## config.mk

```make
export PLATFORM = sky130hd
export DESIGN_NAME = breath_led_pwm
export DESIGN_NICKNAME = d
export VERILOG_FILES = /design/src/rtl/breath_led_pwm.sv
export SDC_FILE = /design/constraint.sdc
export NUM_CORES = 1
export LEC_CHECK = 0
export ABC_AREA = 1
export BUFFER_PORTS_ARGS = -buffer_cell sky130_fd_sc_hd__clkbuf_2
export CAP_MARGIN = 20
export CORE_ASPECT_RATIO = 0.9
export CORE_MARGIN = 1
export CORE_UTILIZATION = 54
export DETAILED_ROUTE_END_ITERATION = 16
export PLACE_DENSITY = 0.76
export SYNTH_ARGS = -nofsm -noshare
export SYNTH_HDL_FRONTEND = slang
export SYNTH_SLANG_ARGS = --single-unit
```

## constraint.sdc

```tcl
create_clock -name clk -period 1.75 [get_ports clk]
set_input_delay 0.175 -clock clk [delete_from_list [all_inputs] [get_ports clk]]
set_output_delay 0.175 -clock clk [all_outputs]
set_load 0.01 [all_outputs]
```

## src/rtl/breath_led_pwm.sv

```systemverilog
// Multi-channel breathing-LED driver: prescaled PWM whose duty follows a shared
// triangle envelope, with per-channel phase offset and off/on/breath/blink modes.
module breath_led_pwm #(
   parameter int CH_NUM     = 4,
   parameter int PWM_BITS   = 8,
   parameter int PRESCALE   = 100,
   parameter int PHASE_STEP = 128
) (
   input  logic                clk,
   input  logic                rst,
   input  logic                en,
   input  logic [7:0]          speed,
   input  logic [2*CH_NUM-1:0] mode,
   output logic [CH_NUM-1:0]   led,
   output logic                cycle_done
);

   localparam int PRE_W = (PRESCALE > 1) ? $clog2(PRESCALE) : 1;
   localparam int PH_W  = PWM_BITS + 1;
   localparam logic [PRE_W-1:0] PRE_LAST = PRE_W'(PRESCALE - 1);

   logic [PRE_W-1:0]    pre_cnt;
   logic [PWM_BITS-1:0] pwm_cnt;
   logic [7:0]          speed_cnt;
   logic [PH_W-1:0]     phase;
   logic                tick;
   logic                period_end;
   logic                step;
   logic                wrap;
   logic [CH_NUM-1:0]   led_next;

   assign tick       = (pre_cnt == PRE_LAST);
   assign period_end = tick && (pwm_cnt == '1);
   // >= rather than == so that lowering speed below the count steps at once
   assign step       = period_end && (speed_cnt >= speed);
   assign wrap       = step && (phase == '1);

   for (genvar i = 0; i < CH_NUM; i++) begin : g_ch
      localparam logic [PH_W-1:0] OFFSET = PH_W'(i * PHASE_STEP);
      logic [PH_W-1:0]     pos;
      logic [PWM_BITS-1:0] duty;
      logic [1:0]          ch_mode;

      assign pos     = phase + OFFSET;
      // upper half of the envelope mirrors the lower half to form the triangle
      assign duty    = pos[PWM_BITS] ? ~pos[PWM_BITS-1:0] : pos[PWM_BITS-1:0];
      assign ch_mode = mode[2*i +: 2];
      assign led_next[i] = ((ch_mode == 2'b01))
                         | ((ch_mode == 2'b10) && (pwm_cnt < duty))
                         | ((ch_mode == 2'b11) && pos[PWM_BITS]);
   end

   always_ff @(posedge clk) begin
      if (rst || !en) begin
         pre_cnt    <= '0;
         pwm_cnt    <= '0;
         speed_cnt  <= '0;
         phase      <= '0;
         led        <= '0;
         cycle_done <= 1'b0;
      end else begin
         pre_cnt <= tick ? '0 : pre_cnt + PRE_W'(1);
         if (tick)
            pwm_cnt <= pwm_cnt + PWM_BITS'(1);
         if (period_end)
            speed_cnt <= step ? '0 : speed_cnt + 8'd1;
         if (step)
            phase <= phase + PH_W'(1);
         led        <= led_next;
         cycle_done <= wrap;
      end
   end

endmodule

```

Yosys cells after proc, flatten, opt, wreduce, memory -nomap -nowiden
Index checks and enable logic that the tools add are counted.
{"block": "totals", "regBits": 37, "in_bits": 19}
{"block": "op_classes", "add_sub_neg": 7, "magnitude_cmp": 5, "n_eq_ne": 15, "muxes": 5, "bitwise_logic": 12, "n_reduce_logical": 14}
{"op": "8-bit 2-to-1 mux", "n": 5}
{"op": "8-bit less-than comparator", "n": 4}
{"op": "8-bit NOT", "n": 4}
{"op": "9-bit adder, second input constant", "n": 2}
{"op": "8-bit by 1-bit adder with 8-bit output, second input constant", "n": 2}
{"op": "2-bit equality test, second input constant", "n": 8}
{"op": "1-bit logical AND", "n": 11}
{"op": "9-bit by 1-bit adder with 9-bit output, second input constant", "n": 1}
{"op": "9-bit by 8-bit adder with 9-bit output, second input constant", "n": 1}
{"op": "9-bit equality test, second input constant", "n": 1}
{"op": "2-bit by 1-bit equality test with 1-bit output, second input constant", "n": 4}
{"op": "8-bit equality test, second input constant", "n": 1}
{"op": "8-bit greater-or-equal comparator", "n": 1}
{"op": "1-bit bitwise OR", "n": 8}
{"op": "7-bit by 1-bit adder with 7-bit output, second input constant", "n": 1}
{"op": "7-bit equality test, second input constant", "n": 1}
{"op": "2-bit OR reduction", "n": 1}
{"op": "1-bit logical NOT", "n": 1}
{"op": "1-bit logical OR", "n": 1}

Logic depth before layout (Yosys ltp)
Gate-level depths: netlist (run 1).
{"block": "logic_depth", "ltp_word": 7, "depth_mapped": 13}

Worst setup path before layout (run 1)
No wires, ideal clock.
{"block": "synth_path", "path_type": "flip-flop to flip-flop", "start": "register phase[8]", "end": "register led[3]", "t_arrival_ns": 1.675, "required_time_ns": 1.629, "path_slack_ns": -0.046, "path_stages_with_launch": 11, "path_cell_list": "dfxtp_1 inv_1 nand2_1 nand2_1 xnor2_1 inv_1 ha_1 nand3_1 and3_1 nand2_1 a21oi_1"}
{"block": "synth_via", "elab_chain_len": 6, "word_cells_on_any_way": 7}
{"item": "start: declaration", "line": "25", "rtl": "logic [PH_W-1:0] phase;"}
{"item": "start signal: assignment", "line": "68", "rtl": "phase <= phase + PH_W'(1);"}
{"item": "9-bit adder *", "line": "44", "rtl": "assign pos = phase + OFFSET;"}
{"item": "8-bit 2-to-1 mux", "line": "46", "rtl": "assign duty = pos[PWM_BITS] ? ~pos[PWM_BITS-1:0] : pos[PWM_BITS-1:0];"}
{"item": "8-bit less-than comparator", "line": "49", "rtl": "| ((ch_mode == 2'b10) && (pwm_cnt < duty))"}
{"item": "1-bit logical AND", "line": "49"}
{"item": "1-bit bitwise OR", "line": "49"}
{"item": "1-bit bitwise OR *", "line": "50", "rtl": "| ((ch_mode == 2'b11) && pos[PWM_BITS]);"}
{"item": "end signal: assignment", "line": "69", "rtl": "led <= led_next;"}
{"item": "end: declaration", "line": "14", "rtl": "output logic [CH_NUM-1:0] led,"}
Every way passes the cells marked *; elsewhere a longest branch is shown, timed or not.
A chain may end at the register's enable or synchronous reset.

Worst setup path in the final report (run 1)
{"block": "layout_path", "start": "register phase[3]", "end": "register led[3]"}
{"block": "layout_via", "elab_chain_len": 7, "word_cells_on_any_way": 8}
{"item": "9-bit adder *", "line": "44"}
{"item": "8-bit NOT", "line": "46"}
{"item": "8-bit 2-to-1 mux", "line": "46"}
{"item": "8-bit less-than comparator", "line": "49"}
{"item": "1-bit logical AND", "line": "49"}
{"item": "1-bit bitwise OR", "line": "49"}
{"item": "1-bit bitwise OR *", "line": "50"}
Marks and branches as above.

==> results of run 1 <==
state kept, by name, summed over array words and instances, names as in the netlist:
signal	count
speed_cnt	8
pre_cnt	7
led	4
cycle_done	1
phase	9
pwm_cnt	8
cell type report:
cell class | count | share of cell area, %
well taps | 65 | 2.206
inverters | 69 | 7.094
clock inverters | 3 | 0.5771
clock buffers | 5 | 1.867
multi-input cells | 298 | 56.25
flip-flops and latches | 37 | 20.47
repair buffers | 61 | 11.54
kinds of logic after synthesis:
kind of cell	Yosys count
buffers and inverters	73
DFF	37
adders and majority gates	41
and+or+nand+nor	179
AOI/OAI and AO/OA	55
xor gates and xnor gates	22
placed cells by master, fill, tap and decap left out, drive strengths merged:
master    netlist  routed
a21oi          33      33
a221oi          2       2
and3            2       2
buf             2      38
clkbuf          2      28
clkinv          1       2
clkinvlp        0       1
dfxtp          37      37
ha             41      41
inv            68      69
nand2          92      93
nand3          27      27
nand4           7       7
nor2           42      42
nor3            9       9
o21a            1       1
o21ai          16      16
o31ai           3       3
xnor2           6       6
xor2           16      16
power by group through the flow:
| stage | Clock [W] | Sequential, W | Combinational [W] |
|---|---|---|---|
| after detailed placement | 0 | 0.000870 | 0.0000897 |
| after global routing | 0.000693 | 0.000849 | 0.000108 |
| after CTS | 0.000645 | 0.000850 | 0.0000902 |
| after floorplan | 0 | 0.000872 | 0.0000488 |
| after global placement | 0 | 0.000870 | 0.0000866 |
| final | 0.000631 | 0.000848 | 0.0000964 |
per-layer routing:
metal	up-vias	wire length, um
met5	-	0
met4	0	170
met3	17	333
met2	86	3357
met1	1286	3297
li1	1439	-
stage by stage:
step / setup slack [ns] / std cells / total power [W]
after floorplan: 0.05156 / 407 / 0.0009206
after global placement: -0.03499 / 518 / 0.0009561
after detailed placement: -0.08442 / 518 / 0.0009593
after CTS: -0.01426 / 526 / 0.001584
after global routing: -0.1373 / 538 / 0.001649
final: -0.02602 / 538 / 0.001575
how the worst max path moves through the flow:
stage               startpoint  endpoint  cells after the start
floorplan             phase[8]    led[3]                     10
global placement      phase[8]    led[0]                      9
detailed placement    phase[7]    led[3]                     11
CTS                   phase[7]    led[3]                     11
global route          phase[8]    led[3]                     13
finish                phase[3]    led[3]                     11
tightest hold or removal path: stages:
cell	delay, ns
sky130_fd_sc_hd__clkbuf_2	0.08
sky130_fd_sc_hd__inv_1	0.06
sky130_fd_sc_hd__a21oi_1	0.06
what timing repair did:
item	4_1_cts	5_1_grt
hold endpoints to repair	0	0
setup endpoints to repair	4	20
cloned	0	1
pin swaps	1	16
setup buffers	0	11
gates resized for setup	8	47
==> metrics list, run 1 <==
* Status: finished with violations
* Violations in the final reports: setup timing
- The number of antenna diodes in the final layout is 0.
- Static leakage: 1.854 nW
* Antenna violations before repair: 0
* First-pass GRT wire length: 11.14 mm
* Worst Reg-to-Reg Cells: 11
* Hold worst-path end: led[0]
- Along the worst path, the maximum fanout reaches 4.
- Top achievable clock speed: 563.1 MHz
* Number of I/O port buffers: 23
- The final route contains 2828 vias.
- STA classifies the critical path endpoint as a register.
- In the routed design, unresolved DRC markers number 0.
- Setup-failing EPs final: 1
* Worst Hold Slack: 0.1093 ns
* Full die area: 0.005573 mm^2
- The cell family contributing the most delay on the critical path is flip-flops.
- Wires add up to 7.158 mm.
- At the end of the flow the core is filled with cells to 74.39%.
* Required time of the worst setup path: 1.94 ns
- The detail route stage leaves a number of antenna-violating nets equal to 0.
* Primary flip-flop cell chosen by synthesis mapping: sky130_fd_sc_hd__dfxtp_1
- Post-synthesis adder-cell area fraction: 18.00%
- A synthesized cell averages 7.003 um^2.
- Summing the sequential cell areas from Yosys gives 25.99% of the chip area.
* Setup repair after global routing missed its margin: yes
- Signed area change from the synthesized netlist to the final layout: 29.32%
- The hold violation count in the final report is 0.
- After synthesis, the largest family of logic cells by area is simple AND/OR/NAND/NOR gates.
- The synthesized netlist contains 27 unique library cells.
- Worst vdd ir: 0.0004055 V
- Cell type with the highest aggregate area in the netlist: sky130_fd_sc_hd__dfxtp_1
- In the post-route analysis, the smallest setup slack over all paths is -0.02602 ns.
- The clock passes through at most 2 buffers.
- The max-slew violation count is 0.
- Synth Net Count: 467
- CTS hold repair buffers: 0
- Clock-pin slew was measured on the worst setup and hold paths at 0.08 ns.
* Post-layout min period: 1.776 ns
- Detailed-route vias per instance: 5.257
- In the final layout, the multi-input gates occupy 0.002073 mm^2.
- Horizontal extent of the die: 78.58 um
- The tightest min-delay check is of the in -> reg type.
* Arrival time of the worst setup path: 1.97 ns
- Cells along the critical path: inv_2 > xor2_4 > inv_1 > ha_4 > nand2_1 > inv_1 > nand2_1 > nand2_1 > nand2_1 > nand2_1 > a21oi_2
* Hold Startpoint: mode[0]
* Worst Clk Skew: 0.005333 ns
- The via count of the first global-routing pass was 2526.
* Class of the most critical setup path: reg -> reg
- The tool flagged a number of max-cap violations equal to 0.
- After global routing the overflow that remains totals 0.
- HPWL after DPL: 4.890 mm
- Most common library cells after synthesis: sky130_fd_sc_hd__nand2_1 (86), sky130_fd_sc_hd__inv_1 (66), sky130_fd_sc_hd__ha_1 (41), sky130_fd_sc_hd__nor2_1 (38), sky130_fd_sc_hd__dfxtp_1 (37)
- The detailed router finished its first iteration with 159 violations.
- Across every metal layer, demand over resource in global routing totals 25.51%.
- After routing the design area is 0.003686 mm^2.
* Post-synthesis cell count: 407
- Clock tree from TritonCTS: yes
* Total core area: 0.004955 mm^2
- Dividing total power by cell area gives a power density of 427.3 mW/mm^2.
- Global-route met1 utilization: 34.08%
- The first detailed-routing pass took 5 iterations.
* Cell area after synthesis: 0.002850 mm^2
- Once placement finished, the instance area stood at 0.003247 mm^2.
- The share of total power dissipated in the clock network is 40.0%.
- The startpoint identified for the worst register-to-register timing path is phase[3].
- STA classifies the critical path startpoint as a register.
- The synthesized netlist devotes 29.28% of its cell area to simple gates.
- Share of synthesized registers carrying an async set or reset: 0%
- Summing the areas of all compound-gate instances in the mapped netlist gives 10.27% of the synthesized area.
* Worst slew margin relative to its limit: 76.07%
- The clock reaches the later pin of the worst-skew pair after 0.30 ns.
- Net switching is 25.68% of the power.
- Global-route layer with the greatest usage: met2
* Post-synthesis xor/xnor area fraction: 6.760%
- Number of enable flip-flop cells after synthesis: 0
- Yosys printed 0 warnings.
- Reg2Reg Setup Slack: -0.03 ns
* Met2 Resource Use GR: 40.19%
- The worst register-to-register path ends at led[3].
- Counting the buffers created by CTS gives 5.
- Of the cells placed in the final design, the portion with a size suffix greater than 1 is 26.00%.
- CTS H-Tree Depth: 2
- In this run the count of I/O pins placed on the die edge is 24.
- After synthesis, the share of cell area in mux cells is 0%.
* Share of the clock period used by the worst path: 101.5%
- Gpl congestion: 0.8098
* Clock Tree Root: sky130_fd_sc_hd__clkbuf_8
- Buffers plus inverters on the worst setup path: 3
- Summing all flip-flop and latch instances after layout gives 754.5 um^2.
- Entering global routing, the biggest net connects 14 pins.
- Ranked by total cell area, the synthesized netlist is headed by sky130_fd_sc_hd__dfxtp_1 (26%), sky130_fd_sc_hd__ha_1 (18%), sky130_fd_sc_hd__nand2_1 (11%), sky130_fd_sc_hd__inv_1 (8.7%), sky130_fd_sc_hd__a21oi_1 (5.8%).
- The floorplan step set the die height to 70.93 um.
- The initial utilization of the core area, before any placement, comes to 57.53%.
- At the pin with the least slew margin, the transition time is 0.3584 ns.
- Total number of placement rows: 24
- Maximum single-stage delay on the critical path: 0.49 ns
- Hold Path Stages: 3
* Internal power component: 0.001171 W
* DR WL/cell: 13.30 um
- Area share of the leading cell type in the synthesized netlist: 25.99%
- Counting flops and latches in the post-synthesis netlist gives 37.
- After filler insertion, the fill cell instance count of the layout stands at 371.
- For this design, the sink count on the clock tree is 37.
- Reg power frac: 53.8%
- Power dissipated by switching net loads: 0.0004044 W
* Final net count: 532
- Library cell appearing most often on the critical path: sky130_fd_sc_hd__nand2_1
- Per report_power, the combinational group accounts for 6.1% of the total.
* Most repeated cell in the gate-level netlist after synthesis: sky130_fd_sc_hd__nand2_1
* M3 GR Usage: 5.290%
- Summed over all failing endpoints, the final setup total negative slack is -0.02602 ns.
- Among all stages on the critical path, the largest delay is contributed by sky130_fd_sc_hd__dfxtp_1.
Note: power is estimated with default switching activity, not from simulation.
==> run 2, diff against run 1 <==
ABC_AREA = unset   (was 1)
==> metrics list, run 2 <==
- Status: finished with violations (unchanged).
- Violations in the final reports: setup timing (unchanged).
- Number of enable flip-flop cells after synthesis: 0 (unchanged)
- The largest delay contributor family on the critical path is compound AO/OA/AOI/OAI gates (was flip-flops).
* Post-layout min period: 1.987 ns (was 1.776 ns)
- Number of flip-flops and latches in the synthesized netlist: 37 (unchanged)
- Number of global-route vias before repair: 2683 (was 2526)
- The adder-cell area share of the yosys netlist came to 18.45% (was 18.00%).
* Multi-input gate area in the final layout: 0.002145 mm^2 (was 0.002073 mm^2)
- The number of antenna violations at the first check in global routing is 0 (unchanged).
- The cell area reported after detailed placement is 0.003374 mm^2 (was 0.003247 mm^2).
- The number of warning messages in the yosys log was 0 (unchanged).
- The sequential cell area fraction in the yosys report is 26.64% (was 25.99%).
- The leakage component of the power was 1.679 nW (was 1.854 nW).
* Share of the clock period used by the worst path: 113.6% (was 101.5%)
- The total of fill cells in the finished design was 325 (was 371).
- Layout cells sized above 1: 35.48% (was 26.00%)
* Multiplexer share of the synthesized area: 0.7201% (was 0%)
- Post-route standard cell area excluding fillers: 0.003782 mm^2 (was 0.003686 mm^2)
- Element type at the critical path start: register (unchanged)
* Required time of the worst setup path: 1.99 ns (was 1.94 ns)
* Number of I/O port buffers: 23 (unchanged)
- Final-report max-slew violation count: 0 (unchanged)
- The register name with the most flops is phase (unchanged).
- The hold violation count in the final report was 0 (unchanged).
* Number of antenna-violating nets in the routed design: 0 (unchanged)
- The post-synthesis net count was 388 (was 467).
* Pin count of the biggest net entering global routing: 20 (was 14)
* Most common library cells after synthesis: sky130_fd_sc_hd__ha_1 (41), sky130_fd_sc_hd__dfxtp_1 (37), sky130_fd_sc_hd__inv_1 (25), sky130_fd_sc_hd__nor2_1 (22), sky130_fd_sc_hd__nand2_1 (19) (was sky130_fd_sc_hd__nand2_1 (86), sky130_fd_sc_hd__inv_1 (66), sky130_fd_sc_hd__ha_1 (41), sky130_fd_sc_hd__nor2_1 (38), sky130_fd_sc_hd__dfxtp_1 (37))
- Total global routing track utilization: 26.79% (was 25.51%)
* Detailed-route vias per instance: 5.893 (was 5.257)
- The clock-pin transition on the worst setup and hold timing paths was 0.09 ns (was 0.08 ns).
* TritonCTS Sinks: 37 (unchanged)
* Seq. cell area: 757.0 um^2 (was 754.5 um^2)
- Top Registers: phase (9), pwm_cnt (8), speed_cnt (8) (unchanged).
* Count of antenna diodes in the layout: 0 (unchanged)
* Cell type with the highest aggregate area in the netlist: sky130_fd_sc_hd__dfxtp_1 (unchanged)
* Max reg flops: 9 (unchanged)
- The clock skew came to 0.01183 ns (was 0.005333 ns).
- Setup ws final: -0.2375 ns (was -0.02602 ns)
* Synth top area cells: sky130_fd_sc_hd__dfxtp_1 (27%), sky130_fd_sc_hd__ha_1 (18%), sky130_fd_sc_hd__xor2_1 (4.4%), sky130_fd_sc_hd__xnor2_1 (3.8%), sky130_fd_sc_hd__inv_1 (3.4%) (was sky130_fd_sc_hd__dfxtp_1 (26%), sky130_fd_sc_hd__ha_1 (18%), sky130_fd_sc_hd__nand2_1 (11%), sky130_fd_sc_hd__inv_1 (8.7%), sky130_fd_sc_hd__a21oi_1 (5.8%))
- The number of violations of the max-capacitance limit is 0 (unchanged).
* Reg2Reg Launch Point: phase[8] (was phase[3])
- The measured slew at the worst slew-check pin is 0.5429 ns (was 0.3584 ns).
- Starting density of the core: 56.80% (was 57.53%)
- The most used standard cell by instance count after synthesis is sky130_fd_sc_hd__ha_1 (was sky130_fd_sc_hd__nand2_1).
- Power density over the cells: 492.6 mW/mm^2 (was 427.3 mW/mm^2)
- The largest family of logic cells by synthesized area was simple AND/OR/NAND/NOR gates (unchanged).
* CTS hold repair buffers: 0 (unchanged)
* Worst vdd ir: 0.0004702 V (was 0.0004055 V)
- The final setup TNS is -1.044 ns (was -0.02602 ns).
- Full die area: 0.005440 mm^2 (was 0.005573 mm^2)
* Cells along the critical path: xor2_4 > inv_4 > xnor2_2 > inv_1 > ha_1 > o21a_1 > o21ai_1 > a21oi_1 > o21a_1 > o21ai_1 (was inv_2 > xor2_4 > inv_1 > ha_4 > nand2_1 > inv_1 > nand2_1 > nand2_1 > nand2_1 > nand2_1 > a21oi_2)
* Biggest fanout along the worst timing path: 5 (was 4)
- The total congestion overflow came to 0 (unchanged).
- The complex-gate fraction of the synthesized area is 18.18% (was 10.27%).
- First-pass GRT wire length: 11.60 mm (was 11.14 mm)
- Post-synthesis cell count: 328 (was 407)
- Total core area: 0.004895 mm^2 (was 0.004955 mm^2)
- Slowest library cell on the worst path: sky130_fd_sc_hd__dfxtp_4 (was sky130_fd_sc_hd__dfxtp_1)
* CTS H-Tree Depth: 2 (unchanged)
- Horizontal extent of the die: 77.64 um (was 78.58 um)
* Gpl congestion: 0.8540 (was 0.8098)
- Clock latency on the worst-skew pair: 0.30 ns (about the same)
- The most used flip-flop cell after synthesis is sky130_fd_sc_hd__dfxtp_1 (unchanged).
* Post-synthesis xor/xnor area fraction: 8.191% (was 6.760%)
* TritonCTS buffer count: 5 (unchanged)
* Clock Tree Root: sky130_fd_sc_hd__clkbuf_8 (unchanged)
* Clock tree from TritonCTS: yes (unchanged)
* Cell area after synthesis: 0.002780 mm^2 (was 0.002850 mm^2)
- The fmax is 503.2 MHz (was 563.1 MHz).
- Critical path capture point type: register (unchanged)
* Die height: 70.07 um (was 70.93 um)
- The post-synthesis share of cell area spent on and, or, nand and nor gates was 21.87% (was 29.28%).
- The longest individual stage delay on the worst path came to 0.40 ns (was 0.49 ns).
- Final net count: 462 (was 532)
* Worst slew margin relative to its limit: 63.81% (was 76.07%)
* Hold Startpoint: mode[0] (unchanged)
- Count of vias placed by the detailed router: 2758 (was 2828)
- Area share of the leading cell type in the synthesized netlist: 26.64% (was 25.99%)
- HPWL after DPL: 5.066 mm (was 4.890 mm)
* Most frequent standard cell in the layout excluding fill and tap cells: sky130_fd_sc_hd__buf_4 (was sky130_fd_sc_hd__nand2_1)
- Synth unique cells: 49 (was 27)
* Setup-failing EPs final: 14 (was 1)
- The total power after layout is 0.001863 W (was 0.001575 W).
- Remaining design rule violation count: 0 (unchanged)
- The mean instance size in the synthesized netlist was 8.476 um^2 (was 7.003 um^2).
* DR WL/cell: 15.79 um (was 13.30 um)
- Type of the worst min-delay path: in -> reg (unchanged)
- The async set-or-reset flop fraction in the synthesized netlist came to 0% (unchanged).
* Class of the most critical setup path: reg -> reg (unchanged)
- Buffers plus inverters on the worst setup path: 2 (was 3)
- The total wire length is 7.388 mm (was 7.158 mm).
- The area growth from synthesis to layout was 36.05% (was 29.32%).
- Violation count after the first detailed-route iteration: 85 (was 159)
- The first element of the critical path was phase[8] (was phase[3]).
- Total number of placement rows: 24 (unchanged)
- Setup repair after global routing missed its margin: yes (unchanged)
- Arrival time of the worst setup path: 2.23 ns (was 1.97 ns)
- Top library cells by usage in the layout, fill and taps aside: sky130_fd_sc_hd__buf_4 (51), sky130_fd_sc_hd__ha_1 (34), sky130_fd_sc_hd__dfxtp_1 (28) (was sky130_fd_sc_hd__nand2_1 (82), sky130_fd_sc_hd__inv_1 (62), sky130_fd_sc_hd__ha_1 (37)).
* Clock Path Buffers: 2 (unchanged)
- Ports placed on the boundary: 24 (unchanged)
- Number of iterations in the first detailed-routing pass: 4 (was 5)
## run 2: cells by family (layout without fill, tap and decap cells)
group,after synthesis,count (layout)
AND/OR/NAND/NOR,112,112
AO/OA/AOI/OAI,72,72
adder cells (fa/ha/maj),41,41
buffers and inverters,38,113
flip-flops,37,37
XOR/XNOR,26,26
multiplexers,2,2
## run 2: power breakdown
group	total, W	switching, W	internal [W]
Sequential	0.000847	0.00000217	0.000845
Combinational	0.000119	0.0000636	0.0000549
Clock	0.000898	0.000332	0.000566
Total	0.00186	0.000397	0.00147
## run 2: repair_timing
| item | 4_1_cts | 5_1_grt |
|---|---|---|
| cloned | 0 | 1 |
| setup buffers | 1 | 2 |
| endpoints found under the hold margin | 0 | 0 |
| endpoints found under the setup margin | 13 | 22 |
| resized for setup | 10 | 46 |
| pin swaps | 5 | 13 |
## run 2: final timing paths
path,endpoint,slack [ns],cells after the start
max,led[1],-0.24,10
min,led[0],0.08,2
max reg2reg,led[1],-0.24,10
min reg2reg,pre_cnt[0],0.51,2
## run 2: layout make-up
class / instances / area share, %
repair buffers: 79 / 14.95
clock buffers: 5 / 1.819
clock inverters: 3 / 1.720
multi-input cells: 253 / 56.70
flip-flops and latches: 37 / 20.01
inverters: 26 / 2.646
well taps: 65 / 2.150
## run 2: routing by layer
metal	vias up	share of wire [%]	wire, um	GRT usage, %
li1	1348	-	-	-
met4	0	2.4	178	11.95
met3	21	3.5	256	4.314
met2	84	52	3838	48.28
met5	-	0	0	0
met1	1305	42	3114	30.89
## run 2: metrics by stage
stage	hold slack [ns]	instances	util [%]	setup slack (ns)
2_1_floorplan	0.2902	328	-	-0.03304
3_3_place_gp	0.3963	456	68.94	-0.08126
3_5_place_dp	0.4051	456	68.94	-0.1735
4_1_cts	0.08692	465	73.11	-0.1183
5_1_grt	0.08543	468	77.28	-0.3721
6_report	0.08172	468	77.28	-0.2375
==> run 3, diff against run 2 <==
BUFFER_PORTS_ARGS = unset   (was -buffer_cell sky130_fd_sc_hd__clkbuf_2)
CORE_ASPECT_RATIO = unset   (was 0.9)
CORE_UTILIZATION = 58   (was 54)
DONT_BUFFER_PORTS = 1   (was unset)
==> metrics list, run 3 (synthesized netlist as in run 2, its figures left out) <==
- The share of post-route cells with drive strength above 1 was 32.56% (was 35.48%).
* Detailed-route vias per instance: 6.383 (was 5.893)
- The total congestion overflow came to 0 (unchanged).
- Fillcell total: 232 (was 325)
- The area growth from synthesis to layout is 36.45% (was 36.05%).
- Buffers plus inverters on the worst setup path: 2 (unchanged)
- Power dissipated by switching net loads: 0.0003895 W (was 0.0003972 W)
* Hold Startpoint: mode[2] (was mode[0])
- Number of antenna-violating nets in the routed design: 0 (unchanged)
- The depth of the worst register-to-register path was 10 (unchanged).
- The leakage component of the power was 1.646 nW (was 1.679 nW).
- The arrival time of the worst setup path is 2.15 ns (was 2.23 ns).
* Element type at the critical path start: register (unchanged)
* Count of antenna diodes in the layout: 0 (unchanged)
- Worst R2R End: led[1] (unchanged)
- The clock power share came to 38.5% (was 48.2%).
- The footprint of the flip-flops and latches came to 755.7 um^2 (was 757.0 um^2).
* Post-route insts no fill: 439 (was 468)
- The number of clock sinks seen by CTS came to 37 (unchanged).
* Gpl congestion: 0.8700 (was 0.8540)
* Clock Tree Root: sky130_fd_sc_hd__clkbuf_8 (unchanged)
- Die height: 71.24 um (was 70.07 um)
- The register name with the most flops is phase (unchanged).
- Hold worst-path end: led[1] (was led[0])
* TritonCTS buffer count: 5 (unchanged)
- Setup repair after global routing missed its margin: yes (unchanged)
* Top achievable clock speed: 516.5 MHz (was 503.2 MHz)
- The buffer depth of the longest clock path was 2 (unchanged).
- CTS H-Tree Depth: 2 (unchanged)
- Antenna violations before repair: 0 (unchanged)
- The required time at the endpoint of the critical path was 1.97 ns (was 1.99 ns).
* Violations in the final reports: DRC, setup timing (was setup timing)
- Reg power frac: 54.6% (was 45.4%)
- The commonest non-fill, non-tap cell in the layout is sky130_fd_sc_hd__buf_4 (unchanged).
- Post-layout min period: 1.936 ns (was 1.987 ns)
- Remaining design rule violation count: 2 (was 0)
* Ports placed on the boundary: 24 (unchanged)
- Kind of cell adding the most delay to the critical path: compound AO/OA/AOI/OAI gates (unchanged)
- Multi-input gate area in the final layout: 0.002251 mm^2 (was 0.002145 mm^2)
- The clock-pin transition on the worst setup and hold timing paths was 0.08 ns (was 0.09 ns).
* Final net count: 447 (was 462)
- Worst slew margin relative to its limit: 74.45% (was 63.81%)
* Status: finished with violations (unchanged)
- Max reg flops: 9 (unchanged)
- Setup ws final: -0.1859 ns (was -0.2375 ns)
* Critical path capture point type: register (unchanged)
- The via count of the first global-routing pass was 2612 (was 2683).
- The power density over the cells came to 410.5 mW/mm^2 (was 492.6 mW/mm^2).
* Total core area: 0.004474 mm^2 (was 0.004895 mm^2)
* Number of cells in the design after placement: 417 (was 456)
- The max-slew violation count came to 0 (unchanged).
- The combinational group share of total power was 6.9% (was 6.4%).
- Reported max-cap violation count: 0 (unchanged)
- The vias after detailed routing was 2802 (was 2758).
- The number of placement rows came to 24 (unchanged).
- The category of the critical setup timing path is reg -> reg (unchanged).
- The switching share of total power is 25.01% (was 21.32%).
- Top library cells by usage in the layout, fill and taps aside: sky130_fd_sc_hd__buf_4 (55), sky130_fd_sc_hd__ha_1 (32), sky130_fd_sc_hd__dfxtp_1 (29) (was sky130_fd_sc_hd__buf_4 (51), sky130_fd_sc_hd__ha_1 (34), sky130_fd_sc_hd__dfxtp_1 (28)).
- Top Registers: phase (9), pwm_cnt (8), speed_cnt (8) (unchanged).
- The count of input and output buffers was 0 (was 23).
- The hold violation count in the final report was 0 (unchanged).
- Worst vdd ir: 0.0004430 V (was 0.0004702 V)
- Clock tree from TritonCTS: yes (unchanged)
- The measured slew at the worst slew-check pin came to 0.3780 ns (was 0.5429 ns).
- Worst Clk Skew: 0.009005 ns (was 0.01183 ns)
- The die footprint was 0.005074 mm^2 (was 0.005440 mm^2).
- Biggest fanout along the worst timing path: 5 (unchanged)
* Aggregate routed wire length: 8.543 mm (was 7.388 mm)
- The total global routing track utilization is 31.19% (was 26.79%).
* DR WL/cell: 19.46 um (was 15.79 um)
* Share of the clock period used by the worst path: 110.6% (was 113.6%)
- Horizontal extent of the die: 71.24 um (was 77.64 um)
* Type of the worst min-delay path: in -> reg (unchanged)
- Number of iterations in the first detailed-routing pass: 11 (was 4)
- The global-route wire length before repair was 12.41 mm (was 11.60 mm).
* Violation count after the first detailed-route iteration: 281 (was 85)
* Maximum single-stage delay on the critical path: 0.40 ns (about the same)
- The initial core utilization was 62.14% (was 56.80%).
- Cells along the critical path: xor2_4 > inv_4 > xnor2_2 > inv_1 > ha_1 > o21a_1 > o21ai_1 > a21oi_1 > o21a_1 > o21ai_1 (unchanged).
* Slowest library cell on the worst path: sky130_fd_sc_hd__dfxtp_4 (unchanged)
- Reg2Reg Launch Point: phase[8] (unchanged)
* Reg2Reg Setup Slack: -0.19 ns (was -0.24 ns)
- The post-detailed-placement half-perimeter wirelength is 4.850 mm (was 5.066 mm).
* Hold Path Stages: 2 (unchanged)
- Clock latency on the worst-skew pair: 0.30 ns (about the same)
* Internal power component: 0.001168 W (was 0.001466 W)
- Setup-failing EPs final: 17 (was 14)
* Final core utilization: 84.79% (was 77.28%)
- Pin count of the biggest net entering global routing: 20 (unchanged)
run 3: cell types whose count changed in the layout (fill, tap and decap cells not counted), moves of 3 or more:
| cell | previous run | this run |
|---|---|---|
| sky130_fd_sc_hd__o311ai_4 | 0 | 3 |
| sky130_fd_sc_hd__buf_4 | 51 | 55 |
| sky130_fd_sc_hd__clkbuf_2 | 23 | 0 |
| sky130_fd_sc_hd__o311ai_1 | 4 | 1 |
| sky130_fd_sc_hd__dlygate4sd3_1 | 0 | 4 |
run 3: power by group through the flow:
stage	clock network, W	registers, W	logic (W)
finish	0.000600	0.000850	0.000107
CTS	0.000600	0.000853	0.0000914
global placement	0	0.000873	0.0000762
floorplan	0	0.000872	0.0000549
detailed placement	0	0.000873	0.0000786
global route	0.000651	0.000851	0.000118
run 3: worst max path at each step:
stage                 start  endpoint  slack (ns)  cells past startpoint
2_1_floorplan  speed_cnt[7]  phase[0]       -0.03                      7
3_3_place_gp   speed_cnt[7]  phase[1]       -0.10                      7
3_5_place_dp   speed_cnt[7]  phase[3]       -0.16                      7
4_1_cts            phase[8]    led[1]       -0.11                     10
5_1_grt            phase[8]    led[1]       -0.27                     10
6_report           phase[8]    led[1]       -0.19                     10
run 3: final cells by class:
cell class,count,area share (%)
timing repair buffer,64,14.25
inverter,26,2.639
tap,52,1.715
clock buffer,6,1.913
clock inverter,1,0.2309
multi-input combinational,253,59.33
sequential,37,19.92
run 3: stage by stage:
stage	power (W)	area, um^2	setup TNS (ns)	hold WS [ns]	setup slack, ns
4_1_cts	0.001544	3526	-0.6874	0.03803	-0.1086
6_report	0.001557	3794	-1.837	0.06386	-0.1859
5_1_grt	0.001620	3794	-3.490	0.04771	-0.2720
3_3_place_gp	0.0009492	3208	-0.7715	0.2963	-0.1034
2_1_floorplan	0.0009274	2833	-0.1376	0.2902	-0.03304
3_5_place_dp	0.0009514	3208	-1.448	0.2954	-0.1628
run 3: per-layer routing:
metal	routed length, um	part of all wire [%]	vias up	global-route usage, %
li1	-	-	1311	-
met1	3489	41	1325	40.16
met2	4310	50	134	55.34
met3	457	5.3	32	4.360
met4	286	3.3	0	7.111
met5	0	0	-	0
run 3: repair_timing:
item / CTS / global route
setup endpoints to repair: 19 / 22
gates cloned: 1 / 1
pin swaps: 19 / 12
gates resized for setup: 36 / 36
hold endpoints to repair: 2 / 0
setup buffers: 7 / 2
hold buffers: 4 / 0
